==> src/rtl/bp_pkg.sv <==
`default_nettype none
// ------------------------------------------------------------------
// bp_pkg : shared record type, counter encodings and training helper
// Rev 1.0
// ------------------------------------------------------------------
package bp_pkg;

   localparam logic [1:0] SNT = 2'd0;
   localparam logic [1:0] WNT = 2'd1;
   localparam logic [1:0] WT  = 2'd2;
   localparam logic [1:0] ST  = 2'd3;

   localparam logic [1:0] CTR_WNT = 2'b01;

   typedef struct packed {
      logic        taken;
      logic [31:0] pc;
      logic [31:0] target;
      logic [31:0] fallthru;
   } pred_rec_t;

   localparam int REC_W = $bits(pred_rec_t);

   function automatic logic [1:0] ctr_train(input logic [1:0] ctr, input logic taken);
      if (taken) begin
         return (ctr == ST) ? ST : ctr + 2'd1;
      end
      return (ctr == SNT) ? SNT : ctr - 2'd1;
   endfunction

endpackage
`default_nettype wire

==> src/rtl/bp_inflight_fifo.sv <==
`default_nettype none
// ------------------------------------------------------------------
// bp_inflight_fifo : queue of outstanding predictions, with flush
// Rev 1.0
// ------------------------------------------------------------------
module bp_inflight_fifo
   import bp_pkg::*;
#(
   parameter int DEPTH = 2
) (
   input  logic             clk,
   input  logic             rst_n,
   input  logic             clr,
   input  logic             push,
   input  logic             pop,
   input  logic [REC_W-1:0] wr_data,
   output logic [REC_W-1:0] rd_data,
   output logic             full,
   output logic             empty
);

   localparam int PTR_W = $clog2(DEPTH);
   localparam int OCC_W = PTR_W + 1;
   localparam logic [OCC_W-1:0] DEPTH_OCC = OCC_W'(DEPTH);

   logic [REC_W-1:0] mem_q [DEPTH];
   logic [REC_W-1:0] mem_d [DEPTH];
   logic [PTR_W-1:0] wr_ptr_q, wr_ptr_d;
   logic [PTR_W-1:0] rd_ptr_q, rd_ptr_d;
   logic [OCC_W-1:0] count_q, count_d;

   assign rd_data = mem_q[rd_ptr_q];
   assign full    = (count_q == DEPTH_OCC);
   assign empty   = (count_q == '0);

   // The caller guarantees push/pop legality; clear overrides both.
   always_comb begin
      mem_d    = mem_q;
      wr_ptr_d = wr_ptr_q;
      rd_ptr_d = rd_ptr_q;
      count_d  = count_q;
      if (clr) begin
         wr_ptr_d = '0;
         rd_ptr_d = '0;
         count_d  = '0;
      end else begin
         if (push) begin
            mem_d[wr_ptr_q] = wr_data;
            wr_ptr_d        = wr_ptr_q + 1'b1;
         end
         if (pop) begin
            rd_ptr_d = rd_ptr_q + 1'b1;
         end
         case ({push, pop})
            2'b10:   count_d = count_q + 1'b1;
            2'b01:   count_d = count_q - 1'b1;
            default: count_d = count_q;
         endcase
      end
   end

   always_ff @(posedge clk) begin
      if (!rst_n) begin
         wr_ptr_q <= '0;
         rd_ptr_q <= '0;
         count_q  <= '0;
      end else begin
         wr_ptr_q <= wr_ptr_d;
         rd_ptr_q <= rd_ptr_d;
         count_q  <= count_d;
      end
   end

   always_ff @(posedge clk) begin
      mem_q <= mem_d;
   end

endmodule
`default_nettype wire

==> src/rtl/bp_resolver.sv <==
`default_nettype none
// ------------------------------------------------------------------
// bp_resolver : retires IF predictions at ID, trains the BHT, counts
// Rev 1.0
// ------------------------------------------------------------------
module bp_resolver
   import bp_pkg::*;
#(
   parameter int IDX_W      = 4,
   parameter int FIFO_DEPTH = 2,
   parameter int CNT_W      = 32
) (
   input  logic             clk,
   input  logic             rst_n,
   input  logic             stall,
   input  logic             pred_valid,
   input  logic             pred_taken,
   input  logic [31:0]      pred_pc,
   input  logic [31:0]      pred_target,
   input  logic [31:0]      pred_fallthru,
   input  logic             res_valid,
   input  logic             res_taken,
   output logic             mispredict,
   output logic [31:0]      redirect_pc,
   input  logic [IDX_W-1:0] rd_idx,
   output logic [1:0]       rd_ctr,
   output logic             upd_valid,
   output logic [IDX_W-1:0] upd_idx,
   output logic [1:0]       upd_ctr,
   output logic             fifo_full,
   output logic             fifo_empty,
   output logic             err_overflow,
   output logic             err_underflow,
   output logic [CNT_W-1:0] br_count,
   output logic [CNT_W-1:0] mispred_count
);

   localparam int ENTRIES = 1 << IDX_W;

   pred_rec_t        head;
   logic [REC_W-1:0] head_bits;
   logic [REC_W-1:0] push_bits;
   logic             push_req, res_req, do_push, do_pop;
   logic [IDX_W-1:0] trn_idx;
   logic [1:0]       trn_ctr;
   logic             unused_pc_bits;

   logic [1:0]       bht_q [ENTRIES];
   logic [1:0]       bht_d [ENTRIES];
   logic             upd_valid_q, upd_valid_d;
   logic [IDX_W-1:0] upd_idx_q, upd_idx_d;
   logic [1:0]       upd_ctr_q, upd_ctr_d;
   logic             err_ovf_q, err_ovf_d;
   logic             err_und_q, err_und_d;
   logic [CNT_W-1:0] br_cnt_q, br_cnt_d;
   logic [CNT_W-1:0] mis_cnt_q, mis_cnt_d;

   assign push_bits = {pred_taken, pred_pc, pred_target, pred_fallthru};
   assign head      = pred_rec_t'(head_bits);

   assign push_req   = pred_valid && !stall;
   assign res_req    = res_valid && !stall;
   assign do_pop     = res_req && !fifo_empty;
   assign mispredict = do_pop && (head.taken != res_taken);
   // A mispredict flushes wrong-path records, including any arriving now.
   assign do_push    = push_req && !mispredict && (!fifo_full || do_pop);

   assign redirect_pc = mispredict ? (head.taken ? head.fallthru : head.target) : 32'd0;

   assign trn_idx = head.pc[IDX_W+1:2];
   assign trn_ctr = ctr_train(bht_q[trn_idx], res_taken);
   assign rd_ctr  = (do_pop && (rd_idx == trn_idx)) ? trn_ctr : bht_q[rd_idx];

   assign unused_pc_bits = ^{head.pc[31:IDX_W+2], head.pc[1:0]};

   bp_inflight_fifo #(
      .DEPTH (FIFO_DEPTH)
   ) u_fifo (
      .clk     (clk),
      .rst_n   (rst_n),
      .clr     (mispredict),
      .push    (do_push),
      .pop     (do_pop),
      .wr_data (push_bits),
      .rd_data (head_bits),
      .full    (fifo_full),
      .empty   (fifo_empty)
   );

   always_comb begin
      bht_d       = bht_q;
      upd_valid_d = do_pop;
      upd_idx_d   = upd_idx_q;
      upd_ctr_d   = upd_ctr_q;
      err_ovf_d   = err_ovf_q | (push_req && fifo_full && !do_pop);
      err_und_d   = err_und_q | (res_req && fifo_empty);
      br_cnt_d    = br_cnt_q;
      mis_cnt_d   = mis_cnt_q;
      if (do_pop) begin
         bht_d[trn_idx] = trn_ctr;
         upd_idx_d      = trn_idx;
         upd_ctr_d      = trn_ctr;
         if (br_cnt_q != {CNT_W{1'b1}}) begin
            br_cnt_d = br_cnt_q + 1'b1;
         end
         if (mispredict && (mis_cnt_q != {CNT_W{1'b1}})) begin
            mis_cnt_d = mis_cnt_q + 1'b1;
         end
      end
   end

   always_ff @(posedge clk) begin
      if (!rst_n) begin
         for (int i = 0; i < ENTRIES; i++) begin
            bht_q[i] <= CTR_WNT;
         end
         upd_valid_q <= 1'b0;
         upd_idx_q   <= '0;
         upd_ctr_q   <= 2'b00;
         err_ovf_q   <= 1'b0;
         err_und_q   <= 1'b0;
         br_cnt_q    <= '0;
         mis_cnt_q   <= '0;
      end else begin
         bht_q       <= bht_d;
         upd_valid_q <= upd_valid_d;
         upd_idx_q   <= upd_idx_d;
         upd_ctr_q   <= upd_ctr_d;
         err_ovf_q   <= err_ovf_d;
         err_und_q   <= err_und_d;
         br_cnt_q    <= br_cnt_d;
         mis_cnt_q   <= mis_cnt_d;
      end
   end

   assign upd_valid     = upd_valid_q;
   assign upd_idx       = upd_idx_q;
   assign upd_ctr       = upd_ctr_q;
   assign err_overflow  = err_ovf_q;
   assign err_underflow = err_und_q;
   assign br_count      = br_cnt_q;
   assign mispred_count = mis_cnt_q;

endmodule
`default_nettype wire

==> config.mk <==
export PLATFORM = sky130hd
export DESIGN_NAME = bp_resolver
export DESIGN_NICKNAME = d
export VERILOG_FILES = /design/src/rtl/bp_pkg.sv /design/src/rtl/bp_inflight_fifo.sv /design/src/rtl/bp_resolver.sv
export SDC_FILE = /design/constraint.sdc
export NUM_CORES = 1
export LEC_CHECK = 0
export ABC_CLOCK_PERIOD_IN_PS = 13240
export BUFFER_PORTS_ARGS = -buffer_cell sky130_fd_sc_hd__buf_2
export CORE_ASPECT_RATIO = 1.2
export CORE_MARGIN = 3
export CORE_UTILIZATION = 57
export CTS_CLUSTER_DIAMETER = 80
export DETAILED_ROUTE_END_ITERATION = 6
export GPL_ROUTABILITY_DRIVEN = 0
export MAX_ROUTING_LAYER = met4
export PLACE_DENSITY = 0.81
export SLEW_MARGIN = 20
export SYNTH_ARGS = -nofsm -noshare
export SYNTH_HDL_FRONTEND = slang
export SYNTH_HIERARCHICAL = 1
export SYNTH_SLANG_ARGS = --single-unit
export TNS_END_PERCENT = 50
==> constraint.sdc <==
create_clock -name clk -period 13.24 [get_ports clk]
set_input_delay 2.648 -clock clk [delete_from_list [all_inputs] [get_ports clk]]
set_output_delay 2.648 -clock clk [all_outputs]
set_load 0.01 [all_outputs]
* After elaboration in Yosys (flattened, before gate mapping)
Cells that the tools add are included.
Storage, ports and cells: flip-flop bits (word level) 303, bits in latches 0, memory bits (writable) 0, memory bits (read-only) 0, input bits 107, word-level logic and storage cells 108, memories kept 0
Cells by class: $add $sub $neg 8, multiply operators 0, div/mod/pow operators 0, magnitude comparators 6, equal/unequal tests 8, shift-type cells 0, muxes and demuxes 24, bitwise operators 8, reduce and logical (&&, ||, !) cells 26
Operator list (number):
- 97-bit 2-to-1 mux | 4
- 194-bit bitwise mux | 1
- 97-bit demux with 1-bit select | 1
- 32-bit by 1-bit adder with 32-bit output (second input constant) | 2
- 32-bit 2-to-1 mux | 2
- 32-bit inequality test (second input constant) | 2
- 32-bit bitwise mux | 1
- 2-bit 2-to-1 mux | 10
- 2-bit binary-select mux with 4-bit select | 2
- 1-bit logical AND | 13
- 5-bit >= comparator (second input constant) | 2
- 4-bit NOT with 5-bit output | 2
- 2-bit demux with 4-bit select | 1
- 2-bit equality test (second input constant) | 3
- 2-bit AND reduction | 3
- 1-bit zero test | 5
- 5-bit by 1-bit less-than comparator with 1-bit output (second input constant) | 1
- 2-bit by 1-bit adder with 2-bit output (second input constant) | 2
- 4-bit equality test | 1
- 2-bit >= comparator (second input constant) | 2
- 2-bit zero test | 2
- 1-bit NOT with 2-bit output | 2
- 2-bit one-hot mux with 2 select lines | 1
- 2-bit by 1-bit subtractor with 2-bit output (second input constant) | 2
- 10 further kinds | 13

* Logic depth before layout (Yosys ltp)
word-level depth 13, gate-level depth with buffers 14

* Cells and area by module
Netlist, hierarchy kept.
By module, submodules not included:
- bp_inflight_fifo | instances 1, cells each 324, area each 7188.1 um^2, sequential area each 5905.7 um^2
- bp_resolver | instances 1, cells each 684, area each 5758.0 um^2, sequential area each 2102.0 um^2

* Worst setup path after synthesis
No wires, ideal clock.
kind in2reg, start point input stall, end point register u_fifo/mem_q[100] in the netlist's numbering, enable pin, setup time 0.672 ns, arrival time 10.216 ns, data required time 12.568 ns, path slack 2.352 ns, cell stages on the path 6, cells stage by stage or3b_1 -> clkbuf_1 -> a21oi_1 -> and3_1 -> inv_1 -> nor3_1
On the way: longest elaborated chain between the ends 8, elaborated cells on any way between the ends 11, classes of those cells bitwise (1); reduce/logical (10)
RTL lines:
- start: declaration | RTL line bp_resolver.sv:15 | input logic stall,
- 1-bit zero test (*) | RTL line bp_resolver.sv:61, bp_resolver.sv:62
- 1-bit logical AND | RTL line bp_resolver.sv:62 | assign res_req = res_valid && !stall;
- 1-bit logical AND | RTL line bp_resolver.sv:63 | assign do_pop = res_req && !fifo_empty;
- 1-bit logical AND | RTL line bp_resolver.sv:64 | assign mispredict = do_pop && (head.taken != res_taken);
- 1-bit zero test | RTL line bp_resolver.sv:66 | assign do_push = push_req && !mispredict && (!fifo_full || do_pop);
- 1-bit logical AND | RTL line bp_resolver.sv:66
- 1-bit logical AND (*) | RTL line bp_resolver.sv:66
- via do_push | RTL line bp_resolver.sv:43 | logic push_req, res_req, do_push, do_pop;
- 2-bit AND reduction (no line) (*)
- end signal: assignment | RTL line bp_inflight_fifo.sv:75 | mem_q <= mem_d;
- end: declaration | RTL line bp_inflight_fifo.sv:26 | logic [REC_W-1:0] mem_q [DEPTH];
The timed path passes the listed nets; every way through them passes the cells marked *. A chain may end at the register's enable or synchronous reset.

* Final worst setup path
start point input stall, end point output mispredict
On the way: longest elaborated chain between the ends 4
RTL lines:
- 1-bit zero test | RTL line bp_resolver.sv:62
- 1-bit logical AND | RTL line bp_resolver.sv:62
- 1-bit logical AND | RTL line bp_resolver.sv:63
- 1-bit logical AND | RTL line bp_resolver.sv:64
- end: declaration | RTL line bp_resolver.sv:23 | output logic mispredict,
No other way between the ends.

==> flow_metrics.env <==
export IMPL_ant_nets=0
export IMPL_start_util_pct=59.14
export IMPL_powerDensity_mw_per_mm2=132.1
export IMPL_cts_setup_buffers=0
export IMPL_dieArea_sq_mm=0.02092
export IMPL_grt_pass1_wl_um=38450
export IMPL_crit_family="buffers and inverters"
export IMPL_antenna_found_initial=6
export IMPL_wire_per_inst_um=17.40
export IMPL_cp_depth=8
export IMPL_drive_above_1_share_pct=29.87
export IMPL_clkLatencyLatePin_ns=0.51
export IMPL_slowest_delay_ns=0.37
export IMPL_numCtsBuffers=25
export IMPL_dp_hpwl_um=15090
export IMPL_boundaryPins=217
export IMPL_maxCapViolations=0
export IMPL_hold_class="flip-flop to flip-flop"
export IMPL_fmaxAchievable_mhz=143.3
export IMPL_status="completed"
export IMPL_final_setup_viol_count=0
export IMPL_rr_worst_depth=11
export IMPL_slew_violations=0
export IMPL_syn_area_sq_mm=0.01095
export IMPL_die_w_um=132.5
export IMPL_slew_headroom_pct=31.38
export IMPL_clock_skew_ns=0.01288
export IMPL_path_class="input port to output pin"
export IMPL_synth_nets=1034
export IMPL_post_cts_resized=0
export IMPL_grt_usage_pct=22.87
export IMPL_max_clock_path_buffers=3
export IMPL_globalRouteOverflowTotal=0
export IMPL_dp_cells=1314
export IMPL_path_clk_slew_ns=0.06
export IMPL_ys_warn_count=6
export IMPL_drc=0
export IMPL_routed_via_density=5.895
export IMPL_reg2reg_to="u_fifo/mem_q[164]$_DFFE_PP_"
export IMPL_worst_setup_path_end_kind="output pin"
export IMPL_rr_startpoint="u_fifo/rd_ptr_q$_SDFFE_PP0P_"
export IMPL_tns_ns=0
export IMPL_routed_wl_um=23770
export IMPL_htree_num_levels=1
export IMPL_hold_violations=0
export IMPL_clock_sinks=247
export IMPL_cp_slowest_cell="or3b_1"
export IMPL_coreArea_sq_mm=0.01851
export IMPL_cp_start_kind="input port"
export IMPL_drt_initial_drc_count=589
export IMPL_min_path_cells=2
export IMPL_synth_avg_cell_area_sq_um=11.85
export IMPL_crit_chain="buf_2, or3b_1, buf_4, inv_1, nand2b_1, buf_4, inv_1, buf_2"
export IMPL_arrival_ns=4.33
export IMPL_fin_cells=1366
export IMPL_vias=8053
export IMPL_rsz0062_at_grt="false"
export IMPL_cp_buffers_inverters=6
export IMPL_area_growth_pct=17.71
export IMPL_endpoint="mispredict"
export IMPL_cts_tree="built"
export IMPL_grt_pass1_vias=7792
export IMPL_fin_crit_sh_pct=52.69
export IMPL_drtPass1Iterations=5
export IMPL_cts_root_buf="clkbuf_16"
export IMPL_fp_dieH_um=157.8
export IMPL_leakage_nw=4.750
export IMPL_nets=1199
export IMPL_cp_max_fo=40
export IMPL_cp_required_ns=10.59
export IMPL_tightest_slew_ns=1.020
export IMPL_max_vdd_ir_drop_uv=113.4
export IMPL_min_period_ns=6.976
export IMPL_syn_inst=924
export IMPL_startpoint="stall"
export IMPL_portBuffers=188
export IMPL_regToRegSetupSlack_ns=8.87
export IMPL_cts_hold_buf=0
export IMPL_rows=54
export IMPL_grt_max_degree=84
[worst reg2reg max path: cells and delay by family (launching register included)]
family                    cells  cell delay [ns]
AOI/OAI and AO/OA             1             0.19
xor gates and xnor gates      1             0.17
buffers and inverters         5             2.21
DFF                           1             0.32
muxes                         1             0.46
and+or+nand+nor               3             0.56
[stage by stage]
| stage | cell area, sq um | setup slack (ns) | power (mW) | utilization (%) | hold WS, ns |
|---|---|---|---|---|---|
| after CTS | 12870 | 6.277 | 1.720 | 69.54 | 0.4548 |
| final | 12890 | 6.264 | 1.703 | 69.62 | 0.4516 |
| after global routing | 12890 | 6.129 | 1.765 | 69.62 | 0.4911 |
| after global placement | 12010 | 6.290 | 0.9955 | 64.89 | 0.4402 |
| after detailed placement | 12010 | 6.277 | 0.9993 | 64.89 | 0.4461 |
| after floorplan | 10950 | 4.314 | 0.9604 | - | 0.4540 |
[cell usage in the layout (no fill, tap or decap), types with 7 or more instances in the layout]
cell type	n
inv_1	13
and4_1	7
edfxtp_1	138
o31ai_1	52
or3_1	27
nor2_1	46
dfxtp_1	108
mux4_2	18
o21ai_0	30
buf_4	10
mux2i_1	35
or4_1	33
and3_1	11
buf_2	188
mux2_2	68
o211ai_1	17
nand3_1	44
clkbuf_16	25
nand4_1	21
a21oi_1	66
nand2_1	73
[layout make-up]
type,instances,area (sq um)
clock buffer,35,723.2
antenna,6,15.01
inverter,14,52.55
clock inverter,11,137.6
timing repair buffer,198,1016
tap,252,315.3
fill,1384,5624
sequential,247,6327
multi-input combinational,603,4302
[worst min path at each step]
stage,end,slack [ns],from
finish,upd_idx[3]$_SDFFE_PN0P_,0.45,upd_idx[3]$_SDFFE_PN0P_
global route,upd_idx[3]$_SDFFE_PN0P_,0.49,upd_idx[3]$_SDFFE_PN0P_
CTS,upd_idx[3]$_SDFFE_PN0P_,0.45,upd_idx[3]$_SDFFE_PN0P_
detailed placement,upd_idx[3]$_SDFFE_PN0P_,0.45,upd_idx[3]$_SDFFE_PN0P_
global placement,upd_idx[3]$_SDFFE_PN0P_,0.44,upd_idx[3]$_SDFFE_PN0P_
floorplan,bht_q[11]$_SDFFE_PN0P_,0.45,bht_q[11]$_SDFFE_PN0P_
[state kept, by name, summed over array words and instances, names as in the netlist, 2 cells and up]
signal / cells
br_count: 32
bht_q: 32
u_fifo/mem_q: 138
upd_idx: 4
upd_ctr: 2
mispred_count: 32
u_fifo/count_q: 2
[where the power goes]
part / switching, mW / internal, mW
combinational: 0.0803 / 0.0568
clock: 0.280 / 0.440
sequential: 0.00759 / 0.838
[metal layers]
layer / track usage, % / routed length, um / part of all wire, % / up-vias
met3: 4.736 / 1669 / 7.0 / 44
li1: - / - / - / 3898
met2: 38.87 / 11810 / 50 / 263
met4: 6.683 / 529 / 2.2 / 0
met5: - / 0 / 0 / -
met1: 27.97 / 9760 / 41 / 3848
Note: power is estimated with default switching activity, not from simulation.
